### src/rtl/ibex_fpu_wb_arbiter.sv
// Purpose : FP register-file writeback arbiter with a 32-entry busy scoreboard (WAW stall, RAW hazard check).
// Latency : 1 cycle from winning FPU/LSU result to rf_we_o; scoreboard set/clear take effect at the next edge.
// Backpres: LSU has fixed priority and is never stalled; FPU is held off via fpu_ready_o while LSU is valid.
//
// Ports:
//   clk_i, rst_ni                              clock, async active-low reset
//   issue_valid_i, issue_rd_i, issue_ready_o   issue of an FP-destination instruction (stalls on WAW)
//   chk_rs1_i, chk_rs2_i, hazard_o             source-register hazard lookup against the scoreboard
//   fpu_valid_i, fpu_rd_i, fpu_wdata_i,
//   fpu_ready_o                                FPU result, valid/ready handshake
//   lsu_valid_i, lsu_rd_i, lsu_wdata_i         FP load data, always accepted
//   rf_we_o, rf_waddr_o, rf_wdata_o            registered FP register-file write port
//   busy_o                                     scoreboard bitmap (bit n = write to f<n> outstanding)

module ibex_fpu_wb_arbiter #(
   parameter int unsigned DataWidth = 32
) (
   input  logic                 clk_i,
   input  logic                 rst_ni,

   input  logic                 issue_valid_i,
   input  logic [4:0]           issue_rd_i,
   output logic                 issue_ready_o,

   input  logic [4:0]           chk_rs1_i,
   input  logic [4:0]           chk_rs2_i,
   output logic                 hazard_o,

   input  logic                 fpu_valid_i,
   input  logic [4:0]           fpu_rd_i,
   input  logic [DataWidth-1:0] fpu_wdata_i,
   output logic                 fpu_ready_o,

   input  logic                 lsu_valid_i,
   input  logic [4:0]           lsu_rd_i,
   input  logic [DataWidth-1:0] lsu_wdata_i,

   output logic                 rf_we_o,
   output logic [4:0]           rf_waddr_o,
   output logic [DataWidth-1:0] rf_wdata_o,

   output logic [31:0]          busy_o
);

   logic [31:0]          r_busy;
   logic                 r_we;
   logic [4:0]           r_waddr;
   logic [DataWidth-1:0] r_wdata;

   logic                 w_set_en;
   logic                 w_fpu_win;
   logic                 w_win;
   logic [4:0]           w_win_rd;
   logic [DataWidth-1:0] w_win_wdata;
   logic [31:0]          w_set_mask;
   logic [31:0]          w_clr_mask;
   logic [31:0]          w_busy_nxt;

   // ---------------------------------------------------------------
   // Combinational handshakes and hazard lookup
   // ---------------------------------------------------------------
   assign issue_ready_o = ~r_busy[issue_rd_i];
   assign hazard_o      = r_busy[chk_rs1_i] | r_busy[chk_rs2_i];
   assign fpu_ready_o   = ~lsu_valid_i;

   assign w_set_en  = issue_valid_i & issue_ready_o;
   assign w_fpu_win = fpu_valid_i & fpu_ready_o;
   assign w_win     = lsu_valid_i | w_fpu_win;

   // LSU overrides FPU; when neither wins the mux output is unused.
   always_comb begin
      w_win_rd    = fpu_rd_i;
      w_win_wdata = fpu_wdata_i;
      if (lsu_valid_i) begin
         w_win_rd    = lsu_rd_i;
         w_win_wdata = lsu_wdata_i;
      end
   end

   // ---------------------------------------------------------------
   // Scoreboard next state. The clear comes from the registered write
   // port, so the bit drops on the same edge the register file samples
   // the data. Set is applied after clear so it wins on a collision.
   // ---------------------------------------------------------------
   always_comb begin
      w_set_mask = '0;
      w_clr_mask = '0;
      if (w_set_en) begin
         w_set_mask[issue_rd_i] = 1'b1;
      end
      if (r_we) begin
         w_clr_mask[r_waddr] = 1'b1;
      end
      w_busy_nxt = (r_busy & ~w_clr_mask) | w_set_mask;
   end

   always_ff @(posedge clk_i or negedge rst_ni) begin
      if (!rst_ni) begin
         r_busy <= '0;
      end else begin
         r_busy <= w_busy_nxt;
      end
   end

   // ---------------------------------------------------------------
   // Writeback register. Address/data hold when there is no winner so
   // the write port only toggles on real writes.
   // ---------------------------------------------------------------
   always_ff @(posedge clk_i or negedge rst_ni) begin
      if (!rst_ni) begin
         r_we    <= 1'b0;
         r_waddr <= '0;
         r_wdata <= '0;
      end else begin
         r_we <= w_win;
         if (w_win) begin
            r_waddr <= w_win_rd;
            r_wdata <= w_win_wdata;
         end
      end
   end

   assign rf_we_o    = r_we;
   assign rf_waddr_o = r_waddr;
   assign rf_wdata_o = r_wdata;
   assign busy_o     = r_busy;

   // ---------------------------------------------------------------
   // Simulation checks for conditions the pipeline should never create.
   // ---------------------------------------------------------------
   // Issue stalls on a busy rd, so set+clear of one register means a
   // writeback arrived for a register that was not outstanding.
   a_set_clr_same_rd : assert property (@(posedge clk_i) disable iff (!rst_ni)
      !(w_set_en && r_we && (issue_rd_i == r_waddr)));

   // Every writeback should retire an outstanding write.
   a_wb_not_busy : assert property (@(posedge clk_i) disable iff (!rst_ni)
      r_we |-> r_busy[r_waddr]);

endmodule

### config.mk
export PLATFORM = sky130hd
export DESIGN_NAME = ibex_fpu_wb_arbiter
export DESIGN_NICKNAME = d
export VERILOG_FILES = /design/src/rtl/ibex_fpu_wb_arbiter.sv
export SDC_FILE = /design/constraint.sdc
export NUM_CORES = 1
export LEC_CHECK = 0
export BUFFER_PORTS_ARGS = -buffer_cell sky130_fd_sc_hd__clkbuf_2
export CAP_MARGIN = 20
export CELL_PAD_IN_SITES_DETAIL_PLACEMENT = 1
export CELL_PAD_IN_SITES_GLOBAL_PLACEMENT = 1
export CORE_AREA = 2 2 105 107
export DETAILED_ROUTE_END_ITERATION = 12
export DIE_AREA = 0 0 107 109
export PLACE_DENSITY = 0.92
export RECOVER_POWER = 50
export SLEW_MARGIN = 20
export SYNTH_ARGS = -nofsm -noshare
export SYNTH_HDL_FRONTEND = slang
export SYNTH_SLANG_ARGS = --single-unit
### constraint.sdc
create_clock -name clk_i -period 4.37 [get_ports clk_i]
set_input_delay 0.437 -clock clk_i [delete_from_list [all_inputs] [get_ports clk_i]]
set_output_delay 0.437 -clock clk_i [all_outputs]
set_load 0.1 [all_outputs]
== Word-level counts from Yosys, hierarchy flattened ==
Index checks and enable logic that the tools add are counted.

* Output and inout bits: 73
* Flip-flop bits (word level): 70
* Logic and storage cells: 35
* Bits of input ports: 94

* Bitwise gates (word level): 9
* Reductions and logical operators: 2
* Magnitude comparators: 6
* Multiplexer cells: 14

{| class="wikitable"
|+ Operators with widths
! cell !! number
|-
| two-way mux 32 bit || 3
|-
| AND 32 bit || 1
|-
| inverter 32 bit || 1
|-
| bitwise OR 32 bit || 1
|-
| < comparator 5 x 6 -> 1 bit, second input constant || 4
|-
| binary-select mux 1 bit (select 5 bit) || 3
|-
| demux 1 bit (select 5 bit) || 2
|-
| >= comparator 5 x 1 -> 1 bit, second input constant || 2
|-
| two-way mux 1 bit || 5
|-
| two-way mux 5 bit || 1
|-
| AND 1 bit || 2
|-
| logical AND 1 bit || 2
|-
| inverter 1 bit || 2
|-
| bitwise OR 1 bit || 2
|}

== Longest topological paths before layout ==
* Word-level depth: 8
* Mapped depth: 6
* Depth with buffers taken out: 5

== Least setup slack after synthesis ==
Ideal clock, no wire load.

* Path type: register to output
* Start point: register r_busy[13] (netlist: busy_o[13])
* End point: output issue_ready_o
* Data required time: 3.933 ns
* Data arrival time: 3.287 ns
* Cell stages (with the launch flop): 6
* Slack: 0.646 ns
* Cell sequence: dfrtp_1 -> mux4_1 -> a32oi_2 -> o2111ai_4 -> buf_6 -> nor2_1

* Word-level cells in the longest chain between the ends: 3

{| class="wikitable"
|+ RTL lines
! what !! line !! source
|-
| from (decl) || 45 || <nowiki>logic [31:0] r_busy;</nowiki>
|-
| from (signal assigned) || 101 || <nowiki>r_busy <= w_busy_nxt;</nowiki>
|-
| binary-select mux 1 bit (select 5 bit) || 62 || <nowiki>assign issue_ready_o = ~r_busy[issue_rd_i];</nowiki>
|-
| two-way mux 1 bit (implied by the code) || 62 ||
|-
| inverter 1 bit || 62 ||
|-
| to (decl) || 23 || <nowiki>output logic issue_ready_o,</nowiki>
|}

Every way passes these cells. The select of a mux whose other input is x is not followed.

== Worst setup path after layout ==
Same ends and word-level chain as after synthesis.

==> run_results.csv <==
group,metric,value,unit
yosys,ys_warn_count,0,
timing,rsz0062_at_grt,"false",
floorplanning,die_h,109,um
pwr,power_density,694.5,mW/mm^2
drt,drc_errors,0,
final_layout,design_area,0.005057,mm^2
pwr,cellLeakagePower,2.393,nW
clock_network,clockBufferDepth,2,
yosys,syn_area,0.003991,mm^2
final_layout,syn2layout_area_growth,26.71,%
clock_network,cts_resized,0,
setup_path,regToRegEndpoint,"busy_o[7]$_DFF_PN0_",
yosys,yosysTopAreaCell,"dfrtp_1",
setup_path,path_cells,"mux4_1, a32oi_2, o2111ai_4, nor2_1, clkbuf_2",
timing,max_slew_margin,-78.19,%
drt,num_vias,3930,
timing,tns,0,ns
yosys,syn_avg_cell_area,10.53,um^2
placement,gp_congestion,0.9389,
drt,ant_nets,0,
yosys,synth_edf_count,0,
yosys,ys_seq_area_share,43.89,%
yosys,yosysTopAreaCellShare,43.89,%
setup_path,critical_path_buf_inv_count,1,
run_status,violations,"capacitance limit, slew limit",
floorplanning,die_x,107,um
setup_path,critical_path_class,"reg2out",
clock_network,cts_num_sinks,70,
run_status,status,"finished with violations",
setup_path,max_stage_delay,0.55,ns
clock_network,clkSlewWorstSetupHoldPaths,0.07,ns
final_layout,drive_gt1_share,38.36,%
placement,placed_cell_area,0.004895,mm^2
timing,period_needed,3.309,ns
global_routing,grt_overflow,0,
global_routing,grt_pass1_wl,22600,um
yosys,synthTopCellsByArea,"dfrtp_1, mux2i_1, o21ai_0",
yosys,synth_fp_nets,473,
yosys,ys_ff_latch,70,
yosys,synthDistinctLibCells,36,
timing,slew_violations,67,
global_routing,grt_pass1_vias,4066,
placement,place_worst_setup_slack,1.152,ns
timing,hold_violations,0,
drt,wl_per_cell,22.10,um
drt,drtPass1Iterations,5,
global_routing,grt_max_degree,45,
setup_path,cp-start-kind,"flip-flop",
placement,dp_hpwl,11190,um
final_layout,nets,627,
clock_network,worstSkewPairLatency,0.35,ns
setup_path,critical_path.max_fanout,25,
global_routing,grt_antenna_before_repair,0,
yosys,syn_inst,379,
clock_network,cts_tree,"done",
setup_path,endpoint_kind,"output port",
yosys,synthArstFlopShare,100.0,%
yosys,synth_ff_type,"dfrtp_1",
timing,fmax,302.2,MHz
timing,finalCritPeriodShare,75.72,%
pwr,power.total,3.512,mW
placement,io_buffers,166,
floorplanning,start_util,37.64,%
floorplanning,io_pins,167,
setup_path,worst-endpoint-required,3.93,ns
pwr,ir_drop,481.3,uV
setup_path,path_delay_family,"compound AO/OA/AOI/OAI gates",
global_routing,grt_use_total,25.96,%
worst_hold_path,hold_path_class,"in2reg",
clock_network,root_buffer,"clkbuf_8",
worst_hold_path,holdCritStartpoint,"lsu_rd_i[0]",
yosys,netlist_top_cells_count,"o21ai_0, dfrtp_1, nand2_1, mux2i_1, o31ai_1",
floorplanning,die_area,0.01166,mm^2
setup_path,r2r-start,"busy_o[13]$_DFF_PN0_",
drt,drtIter0Drc,318,
floorplanning,rows,38,
final_layout,antenna_cells,0,
clock_network,cts_made_buffers,9,
timing,fin_skew,0.008435,ns
job,drv_cap,2,
worst_hold_path,holdPathStages,3,
clock_network,holdBufCountCts,0,
floorplanning,core,0.01060,mm^2
setup_path,worstPathArrival,2.87,ns
yosys,synth.most_common_cell,"o21ai_0",
setup_path,rrSetupSlack,2.07,ns
setup_path,rr_worst_depth,4,
timing,tightest_slew,2.673,ns
clock_network,cts-htree-levels,3,
drt,wirelength,14960,um
setup_path,critical_path.slowest_cell,"mux4_1",
timing,setup_slack,1.061,ns
worst_hold_path,holdPathEnd,"rf_waddr_o[0]$_DFFE_PN0P_",
drt,via_per_inst,5.805,
timing,setup_viol,0,
clock_network,post_cts_buffers,0,
==> metrics by stage <==
step,hold slack (ns),std cells,utilization (%)
global route,0.2934,677,47.70
floorplan,0.1414,379,-
finish,0.2937,677,47.70
global placement,0.4870,662,46.16
detailed placement,0.4971,662,46.16
CTS,0.1050,677,47.75
==> layout make-up <==
| cell class | instances | area (um^2) |
|---|---|---|
| flip-flops and latches | 70 | 1752 |
| clock inverters | 1 | 5.005 |
| clock buffers | 14 | 162.7 |
| multi-input cells | 278 | 2096 |
| well taps | 140 | 175.2 |
| inverters | 5 | 18.77 |
| fillers | 1250 | 5545 |
| repair buffers | 169 | 848.3 |
==> worst min-delay path: stages <==
cell and delay [ns]:
clkbuf_2 0.08, nand2_1 0.04, o21ai_0 0.05
==> cells by family after synthesis <==
| kind of cell | synth area share [%] |
|---|---|
| AOI/OAI and AO/OA | 18.78 |
| muxes | 22.38 |
| and+or+nand+nor | 11.35 |
| buffers and inverters | 3.605 |
| DFF | 43.89 |
==> placed cells by master, fill, tap and decap left out, types with 8 or more instances in the layout <==
| cell | instances |
|---|---|
| clkbuf_2 | 165 |
| clkbuf_8 | 11 |
| dfrtp_1 | 70 |
| mux2_2 | 8 |
| mux2i_1 | 42 |
| mux4_2 | 10 |
| nand2_1 | 43 |
| nand3b_1 | 8 |
| nor2b_1 | 9 |
| o21ai_0 | 79 |
| o31ai_1 | 24 |
==> sequential cells by signal, summed over array words and instances, names as in the netlist <==
signal,count
rf_wdata_o,32
rf_waddr_o,5
rf_we_o,1
busy_o,32
==> worst max path at each step <==
| stage | cells past startpoint | startpoint | end | slack [ns] |
|---|---|---|---|---|
| 2_1_floorplan | 5 | busy_o[13]$_DFF_PN0_ | issue_ready_o | 0.65 |
| 3_3_place_gp | 7 | issue_rd_i[0] | issue_ready_o | 1.23 |
| 3_5_place_dp | 6 | issue_rd_i[0] | issue_ready_o | 1.15 |
| 4_1_cts | 5 | busy_o[13]$_DFF_PN0_ | issue_ready_o | 1.08 |
| 5_1_grt | 5 | busy_o[13]$_DFF_PN0_ | issue_ready_o | 0.98 |
| 6_report | 5 | busy_o[13]$_DFF_PN0_ | issue_ready_o | 1.06 |
==> report_power, final <==
part	leakage, nW	switching, mW	total, mW	internal, mW
Sequential	0.833	0.299	1.10	0.802
Combinational	1.47	1.55	1.94	0.391
Clock	0.0865	0.238	0.472	0.234
==> layer usage <==
| layer | routed length [um] | up-vias | track usage, % |
|---|---|---|---|
| met5 | 0 | - | 0 |
| li1 | - | 1735 | - |
| met2 | 7384 | 249 | 43.49 |
| met3 | 1476 | 28 | 7.770 |
| met1 | 5727 | 1918 | 31.44 |
| met4 | 376 | 0 | 10.48 |
Power figures use the tool's default switching activity.
